**config.mk**
```make
export PLATFORM = sky130hd
export DESIGN_NAME = ex_hazard_ctrl
export DESIGN_NICKNAME = d
export VERILOG_FILES = /design/src/rtl/ex_hazard_ctrl.sv
export SDC_FILE = /design/constraint.sdc
export NUM_CORES = 1
export LEC_CHECK = 0
export ABC_AREA = 1
export CAP_MARGIN = 20
export CORE_MARGIN = 2
export CORE_UTILIZATION = 48
export DETAILED_ROUTE_END_ITERATION = 8
export PLACE_DENSITY = 0.76
export SYNTH_ARGS = -nofsm -noshare
export SYNTH_HDL_FRONTEND = slang
export SYNTH_SLANG_ARGS = --single-unit
```
**constraint.sdc**
```tcl
create_clock -name clk -period 1.7 [get_ports clk]
set_clock_uncertainty 0.2 [all_clocks]
set_input_delay 0.17 -clock clk [delete_from_list [all_inputs] [get_ports clk]]
set_output_delay 0.17 -clock clk [all_outputs]
set_load 0.02 [all_outputs]
```
**src/rtl/ex_hazard_ctrl.sv**
```systemverilog
// EX-stage hazard/forwarding controller: registered aluselect, combinational load-use stall/bubble, multi-cycle EX hold.
// Optional HAZ_STATS_EN adds stall_cycles / load_use_cnt counters.
module ex_hazard_ctrl #(
    parameter int MC_LATENCY = 4,
    parameter int RA_W       = 5
) (
    input  logic            clk,
    input  logic            rst_n,
    input  logic            id_valid,
    input  logic [RA_W-1:0] id_rs,
    input  logic [RA_W-1:0] id_rt,
    input  logic            id_uses_rs,
    input  logic            id_uses_rt,
    input  logic [RA_W-1:0] id_rw,
    input  logic            id_regwrite,
    input  logic            id_memtoreg,
    input  logic            id_multicycle,
    output logic [1:0]      aluselectA,
    output logic [1:0]      aluselectB,
    output logic            stall,
    output logic            bubble,
    output logic            ex_hold,
    output logic            mc_busy
`ifdef HAZ_STATS_EN
    ,
    output logic [31:0]     stall_cycles,
    output logic [31:0]     load_use_cnt
`endif
);

    // WB writes land in the register file before ID reads it, so only EX and MEM
    // destinations can produce a forward or stall; the WB copy is not kept.
    logic [RA_W-1:0] ex_rw, mem_rw;
    logic            ex_wr, ex_ld, mem_wr;
    logic [3:0]      cnt;

    logic            hold;
    logic            lu_a, lu_b, load_use;
    logic [1:0]      sel_a, sel_b;

    function automatic logic hit(input logic [RA_W-1:0] r, input logic wr,
                                 input logic [RA_W-1:0] rw);
        return wr && (rw == r) && (r != '0);
    endfunction

    function automatic logic [1:0] fwd_sel(input logic used, input logic [RA_W-1:0] r,
                                           input logic exw, input logic [RA_W-1:0] exr,
                                           input logic memw, input logic [RA_W-1:0] memr);
        if (!used)                 return 2'd0;
        else if (hit(r, exw, exr)) return 2'd1;
        else if (hit(r, memw, memr)) return 2'd2;
        else                       return 2'd0;
    endfunction

    always_comb begin
        hold     = (cnt != 4'd0);
        lu_a     = id_uses_rs && hit(id_rs, ex_wr, ex_rw);
        lu_b     = id_uses_rt && hit(id_rt, ex_wr, ex_rw);
        load_use = !hold && id_valid && ex_ld && (lu_a || lu_b);
        sel_a    = fwd_sel(id_uses_rs, id_rs, ex_wr, ex_rw, mem_wr, mem_rw);
        sel_b    = fwd_sel(id_uses_rt, id_rt, ex_wr, ex_rw, mem_wr, mem_rw);
    end

    assign stall   = hold || load_use;
    assign bubble  = load_use;
    assign ex_hold = hold;
    assign mc_busy = hold;

    always_ff @(posedge clk) begin
        if (!rst_n) begin
            ex_rw      <= '0;
            ex_wr      <= 1'b0;
            ex_ld      <= 1'b0;
            mem_rw     <= '0;
            mem_wr     <= 1'b0;
            cnt        <= 4'd0;
            aluselectA <= 2'd0;
            aluselectB <= 2'd0;
        end else if (hold) begin
            // EX keeps the multi-cycle op; operands were already captured, so selects drop to 0.
            cnt        <= cnt - 4'd1;
            mem_rw     <= '0;
            mem_wr     <= 1'b0;
            aluselectA <= 2'd0;
            aluselectB <= 2'd0;
        end else begin
            mem_rw <= ex_rw;
            mem_wr <= ex_wr;
            if (load_use || !id_valid) begin
                ex_rw      <= '0;
                ex_wr      <= 1'b0;
                ex_ld      <= 1'b0;
                aluselectA <= 2'd0;
                aluselectB <= 2'd0;
                cnt        <= 4'd0;
            end else begin
                ex_rw      <= id_rw;
                ex_wr      <= id_regwrite;
                ex_ld      <= id_memtoreg;
                aluselectA <= sel_a;
                aluselectB <= sel_b;
                cnt        <= id_multicycle ? 4'(MC_LATENCY - 1) : 4'd0;
            end
        end
    end

`ifdef HAZ_STATS_EN
    always_ff @(posedge clk) begin
        if (!rst_n) begin
            stall_cycles <= 32'd0;
            load_use_cnt <= 32'd0;
        end else begin
            if (stall)    stall_cycles <= stall_cycles + 32'd1;
            if (load_use) load_use_cnt <= load_use_cnt + 32'd1;
        end
    end
`endif

endmodule

```
# Yosys cells after proc, flatten, opt, wreduce, memory -nomap -nowiden
# Index checks and enable logic that the tools add are counted.
[word_totals]
regBits = 21
output_inout_bits = 8
elab_cells = 54
[op_classes]
add_sub_neg = 1
n_eq_ne = 4
n_mux = 10
bitwise = 3
n_reduce_logical = 26
[ops]
columns = ["cell", "count"]
rows = [
  ["$eq 5x5->1", 4],
  ["$logic_and 1x1->1", 13],
  ["$reduce_bool 5->1", 2],
  ["$reduce_or 5->1", 2],
  ["$mux 2", 4],
  ["$reduce_or 4->1", 2],
  ["$mux 5", 1],
  ["$mux 1", 4],
  ["$mux 4", 1],
  ["$reduce_bool 4->1", 1],
  ["$sub 4x1->4 const B", 1],
  ["$logic_or 1x1->1", 3],
  ["$not 1->1", 3],
  ["$logic_not 1->1", 2],
  ["$reduce_or 2->1", 1],
]

# Logic depth before layout (Yosys ltp)
# Gate-level depths: netlist of the first run.
[logic_depth]
depth_word = 9
mapped_depth = 12

# Worst setup path before layout of the first run
# Ideal clock, no wire load.
[synth_timing]
kind = "reg-to-output"
from = "reg cnt[0]"
to = "out stall"
t_arrival_ns = 1.430
path_slack_ns = -0.100
path_stages_with_launch = 10
n_path_buf = 1
cell_sequence = "dfxtp_1 > inv_1 > ha_1 > nand3_1 > nor2_1 > nand2_1 > inv_2 > nand2_2 > buf_6 > nand2_1"
[synth_between]
elab_chain_len = 6
[synth_rtl]
columns = ["item", "line", "rtl"]
rows = [
  ["start, declared", "35", "logic [3:0] cnt;"],
  ["start signal, assigned", "81", "cnt <= cnt - 4'd1;"],
  ["start signal, assigned", "102", "cnt <= id_multicycle ? 4'(MC_LATENCY - 1) : 4'd0;"],
  ["$reduce_bool 4->1 *", "56", "hold = (cnt != 4'd0);"],
  ["named net ex_hold", "22", "output logic ex_hold,"],
  ["$logic_not 1->1", "59", "load_use = !hold && id_valid && ex_ld && (lu_a || lu_b);"],
  ["$logic_and 1x1->1 (3 in series)", "59", ""],
  ["$logic_or 1x1->1 *", "64", "assign stall = hold || load_use;"],
  ["end, declared", "20", "output logic stall,"],
]
# Mark *: on every way through the listed nets, which the timed path passes. The rest lies on a longest branch.

# Final worst setup path of the first run
[layout_timing]
from = "in id_rs[2]"
to = "out stall"
[layout_between]
elab_chain_len = 7
elab_cells_between_ends = 8
cone_classes = "eq/ne: 1; reduce/logical: 7"
[layout_rtl]
columns = ["item", "line", "rtl"]
rows = [
  ["start, declared", "10", "input logic [RA_W-1:0] id_rs,"],
  ["$eq 5x5->1", "43", "return wr && (rw == r) && (r != '0);"],
  ["$logic_and 1x1->1", "43", ""],
  ["$logic_and 1x1->1 *", "43", ""],
  ["$logic_and 1x1->1 *", "57", "lu_a = id_uses_rs && hit(id_rs, ex_wr, ex_rw);"],
  ["$logic_or 1x1->1 *", "59", ""],
  ["$logic_and 1x1->1 *", "59", ""],
  ["$logic_or 1x1->1 *", "64", ""],
]
# Mark *: on every way between the ends. The rest lies on a longest branch, timed or not.

==> results.cfg, run 1 <==
[sta]
rsz0062_at_grt = true
worst_pin_slew_ns = 0.304
period_share_pct = 115
fmaxAchievable_ghz = 0.513
hold_violations = 0
slew_headroom_pct = 79.5
setup_ws_ns = -0.248
fin_crit_ns = 1.95
setup_viol = 11
slew_violations = 0

[placement]
io_buffer_count = 30
post-place-ws_ns = -0.664
routabilityCongestion = 0.881
dp.final_hpwl_um = 2420

[logic_synthesis]
yosys_warnings = 0
synth.distinct_cells = 27
netlist_area_um2 = 1210
yosysSeqAreaShare_pct = 34.7
syn_area_per_cell_um2 = 6.45
syn_nets = 213
synth-seq-cells = 21
synthCells = 188

[global_routing]
grt_overflow_total = 0
antenna_found_initial = 0
grt_use_total_pct = 23.7
grt_start_max_net_pins = 12
first_global_vias = 1262
grt_pass1_wl_um = 5040

[detailed_routing]
routed_wl_um = 3510
vias_per_cell = 4.97
wl_per_cell_um = 12.5
drc = 0
drt_iter0_markers = 55
vias = 1396
ant_nets = 0
drtPass1Iterations = 4

[setup_path]
crit_arrival_ns = 1.58
path_class = in -> out
path_max_fanout = 4
cp.required_ns = 1.33
worstSetupStartpointType = primary input
end_kind = output port

[cts]
clkTransAtPathRegs_ns = 0.11
cts_tree = yes
cts_sinks = 21
clockBufferDepth = 2
clkLatencyLatePin_ns = 0.31
cts_made_buffers = 3
h-tree-depth = 1
cts_root_buf = clkbuf_4

[pwr]
p_seq_share_pct = 34.7
ir_drop_mv = 0.854
switching_power_w = 0.000734
p_comb_share_pct = 52.1
p_sw_share_pct = 39.3
p_int_w = 0.00113
p_leak_nw = 0.925
clkPwrFrac_pct = 13.2
p_per_area_nw_per_um2 = 991
p_total_w = 0.00187

[floorplan]
std_cell_rows = 18
start_util_pct = 49.8
dieArea_um2 = 2940
io_pins = 31
die_y_um = 54.3
core_um2 = 2430
die_x_um = 54.3

[layout]
area_growth_pct = 55.3
fillers = 181
drive_gt1_share_pct = 31.9
layout_common_cells = nand2_1 (57), buf_4 (30), clkdlybuf4s50_1 (22), inv_1 (18), nor2_1 (18)
layout_commonest_cell = nand2_1
multiInputGateArea_um2 = 712
num_antenna_cells = 0
final-seq-area_um2 = 435
final_nets = 277

[flow_run]
cap_violations = 0

[worst_hold_path]
hold_class = in -> reg

[status]
status = complete, but fails checks
violations = setup timing
per-stage QoR:
stage / std cells / util (%) / hold WS, ns / TNS (ns) / instance area [um^2]
final: 281 / 77.4 / 0.161 / -1.03 / 1880
after floorplan: 188 / - / 0.133 / 0 / 1220
after global routing: 281 / 77.4 / 0.240 / -1.81 / 1880
after detailed placement: 264 / 69.0 / 0.255 / -4.44 / 1680
after CTS: 274 / 72.5 / 0.257 / -0.351 / 1760
after global placement: 264 / 69.0 / 0.237 / -3.98 / 1680
area by class of cell:
type | instances | share of cell area, %
multi-input cells | 133 | 37.8
repair buffers | 62 | 28.8
flip-flops and latches | 21 | 23.1
inverters | 30 | 6.58
well taps | 30 | 1.99
clock buffers | 4 | 1.40
repair inverters | 1 | 0.266
state kept, by name (all words and copies together), names as in the netlist:
register / flops
cnt: 4
ex_rw: 5
ex_ld: 1
aluselectB: 2
ex_wr: 1
aluselectA: 2
mem_wr: 1
mem_rw: 5
layer usage:
layer | vias to the layer above | GRT usage [%] | wire length [um]
met5 | - | 0 | 0
met2 | 52 | 44.4 | 1830
met1 | 631 | 26.6 | 1440
li1 | 705 | - | -
met4 | 0 | 9.58 | 74
met3 | 8 | 3.01 | 157
power groups by stage:
stage | Sequential (W) | Clock, W | Combinational [W]
final | 0.000648 | 0.000246 | 0.000973
after global routing | 0.000664 | 0.000260 | 0.00106
after CTS | 0.000638 | 0.000244 | 0.000873
after detailed placement | 0.000640 | 0 | 0.000830
after global placement | 0.000638 | 0 | 0.000805
after floorplan | 0.000626 | 0 | 0.000479
what timing repair did:
action / in CTS / in global routing
pin swaps: 3 / 16
setup buffers: 6 / 7
gates cloned: 0 / 1
endpoints found under the setup margin: 8 / 17
gates resized for setup: 32 / 27
hold buffers: 0 / 0
kinds of logic (layout without fill, tap and decap cells):
logic type / count (synthesis) / after routing / share of synthesized area [%]
xor gates and xnor gates: 7 / 7 / 5.06
adders and majority gates: 2 / 2 / 2.06
buffers and inverters: 34 / 97 / 11.6
AOI/OAI and AO/OA: 11 / 11 / 5.16
and+or+nand+nor: 113 / 113 / 41.5
DFF: 21 / 21 / 34.7
cells in the mapped netlist:
cell type | number | area share (%)
a211oi_1 | 1 | 0.62
a21oi_1 | 3 | 1.2
buf_2 | 1 | 0.41
buf_4 | 1 | 0.62
buf_6 | 1 | 0.93
clkbuf_1 | 1 | 0.31
clkinv_1 | 3 | 0.93
dfxtp_1 | 21 | 35
ha_1 | 2 | 2.1
inv_1 | 20 | 6.2
inv_2 | 7 | 2.2
nand2_1 | 66 | 20
nand2_2 | 1 | 0.52
nand3_1 | 12 | 5.0
nand3b_1 | 7 | 4.3
nand3b_4 | 1 | 1.7
nand4_1 | 1 | 0.52
nor2_1 | 18 | 5.6
nor2_2 | 4 | 2.1
nor3_1 | 1 | 0.41
nor4_1 | 1 | 0.52
o211ai_1 | 1 | 0.62
o21ai_0 | 4 | 1.7
o22ai_1 | 2 | 1.0
or2_2 | 1 | 0.52
xnor2_1 | 4 | 2.9
xor2_1 | 3 | 2.2
path summary, 6_finish.rpt:
kind | startpoint | endpoint | slack [ns] | depth (start not counted)
worst max-delay path | id_rs[2] | stall | -0.25 | 9
worst min-delay path | id_rt[0] | aluselectB[1]$_SDFF_PP0_ | 0.16 | 6
worst max register to register | ex_rw[2]$_SDFFE_PN0N_ | ex_rw[0]$_SDFFE_PN0N_ | -0.07 | 10
worst min register to register | ex_ld$_SDFFE_PN0N_ | ex_ld$_SDFFE_PN0N_ | 0.27 | 2
critical path: stages:
cell and delay, ns:
clkdlybuf4s50_1 0.50, xnor2_1 0.25, nand2_2 0.11, nor2_4 0.13, nand3_2 0.09, nand2_2 0.09
nand2_4 0.06, nand2_2 0.07, buf_6 0.11
(Power assumes the default switching activity.)
==> run 2: changes to the inputs <==
RECOVER_POWER = 25   (was unset)
==> results.cfg, run 2 (same netlist as run 1, synthesis figures left out) <==
[sta]
setup_ws_ns = -0.240
finalSetupTns_ns = -0.935
slew_headroom_pct = 79.9
fin_crit_ns = 1.94
worst_pin_slew_ns = 0.299
period_share_pct = 114
rsz0062_at_grt = true
hold_violations = 0
setup_viol = 11
fmaxAchievable_ghz = 0.516
hold-worst-slack_ns = 0.159
slew_violations = 0

[setup_path]
cp-startpoint = id_rs[2]
r2r-start = ex_rw[2]$_SDFFE_PN0N_
cp.required_ns = 1.33
worstSetupStartpointType = primary input
end_kind = output port
r2r_slack_ns = -0.06
crit_arrival_ns = 1.57
path_class = in -> out
path_max_fanout = 4

[layout]
final_nets = 277
area_growth_pct = 54.8
layout_common_cells = nand2_1 (58), buf_4 (29), clkdlybuf4s50_1 (22), inv_1 (18), nor2_1 (18)
num_antenna_cells = 0
drive_gt1_share_pct = 31.1
layout_commonest_cell = nand2_1
top_regs = ex_rw x5, mem_rw x5, cnt x4
final_util_pct = 77.2

[worst_hold_path]
worstHoldStart = id_rt[0]
hold_class = in -> reg

[detailed_routing]
drt_iter0_markers = 58
routed_wl_um = 3500
wl_per_cell_um = 12.4
vias = 1394
drtPass1Iterations = 5
drc = 0
vias_per_cell = 4.96
ant_nets = 0

[floorplan]
std_cell_rows = 18
start_util_pct = 49.8
die_y_um = 54.3
io_pins = 31
dieArea_um2 = 2940
core_um2 = 2430
die_x_um = 54.3

[global_routing]
first_global_vias = 1262
grt_overflow_total = 0
grt_pass1_wl_um = 5040
grt_start_max_net_pins = 12
grt_use_total_pct = 23.7
antenna_found_initial = 0

[cts]
cts_tree = yes
clkTransAtPathRegs_ns = 0.11
h-tree-depth = 1
ctsHoldBuffers = 0
cts_made_buffers = 3
cts_sinks = 21
cts_root_buf = clkbuf_4
clkLatencyLatePin_ns = 0.31
clockBufferDepth = 2

[status]
status = complete, but fails checks
violations = setup timing

[pwr]
p_total_w = 0.00185
ir_drop_mv = 0.848
p_per_area_nw_per_um2 = 984
p_leak_nw = 0.921

[placement]
dp.final_hpwl_um = 2420
routabilityCongestion = 0.881
io_buffer_count = 30

[flow_run]
cap_violations = 0
==> run 2: what timing repair did <==
action,in CTS,in global routing
setup endpoints to repair,8,17
buffers inserted,6,7
gates cloned,0,1
gates resized for setup,32,27
pin swaps,3,16
==> run 2: path summary, 6_finish.rpt <==
path	depth (start not counted)	end
min	6	aluselectB[1]$_SDFF_PP0_
max	9	stall
max reg2reg	10	ex_rw[0]$_SDFFE_PN0N_
min reg2reg	2	ex_ld$_SDFFE_PN0N_
==> run 2: layer usage <==
layer | vias up | track usage [%] | wire length (um)
met1 | 622 | 26.6 | 1420
met3 | 11 | 3.01 | 169
met4 | 0 | 9.58 | 84
met2 | 54 | 44.4 | 1820
met5 | - | 0 | 0
li1 | 707 | - | -
==> run 2: through the flow <==
step           setup WS, ns  area [um^2]  std cells
6_report             -0.240         1880        281
5_1_grt              -0.310         1880        281
4_1_cts              -0.184         1760        274
3_5_place_dp         -0.664         1680        264
3_3_place_gp         -0.641         1680        264
2_1_floorplan       0.00686         1220        188
==> run 2: power breakdown <==
group | internal (W) | switching (W) | leakage [nW]
registers | 0.000584 | 0.0000637 | 0.174
clock network | 0.0000914 | 0.000155 | 0.0150
logic | 0.000441 | 0.000511 | 0.732
total | 0.00112 | 0.000729 | 0.921
==> run 2: area by class of cell <==
cell class | instances | area [um^2]
Inverter | 30 | 124
Timing Repair Buffer | 62 | 539
Sequential cell | 21 | 435
Clock buffer | 4 | 26.3
Multi-Input combinational cell | 133 | 709
Timing Repair inverter | 1 | 5.00
Tap cell | 30 | 37.5
Fill cell | 183 | 556
==> run 2: critical path: stages <==
cell	delay, ns
clkdlybuf4s50_1	0.56
xnor2_1	0.18
nand2_2	0.11
nor2_4	0.13
nand3_2	0.09
nand2_2	0.09
nand2_4	0.06
nand2_2	0.07
buf_6	0.11
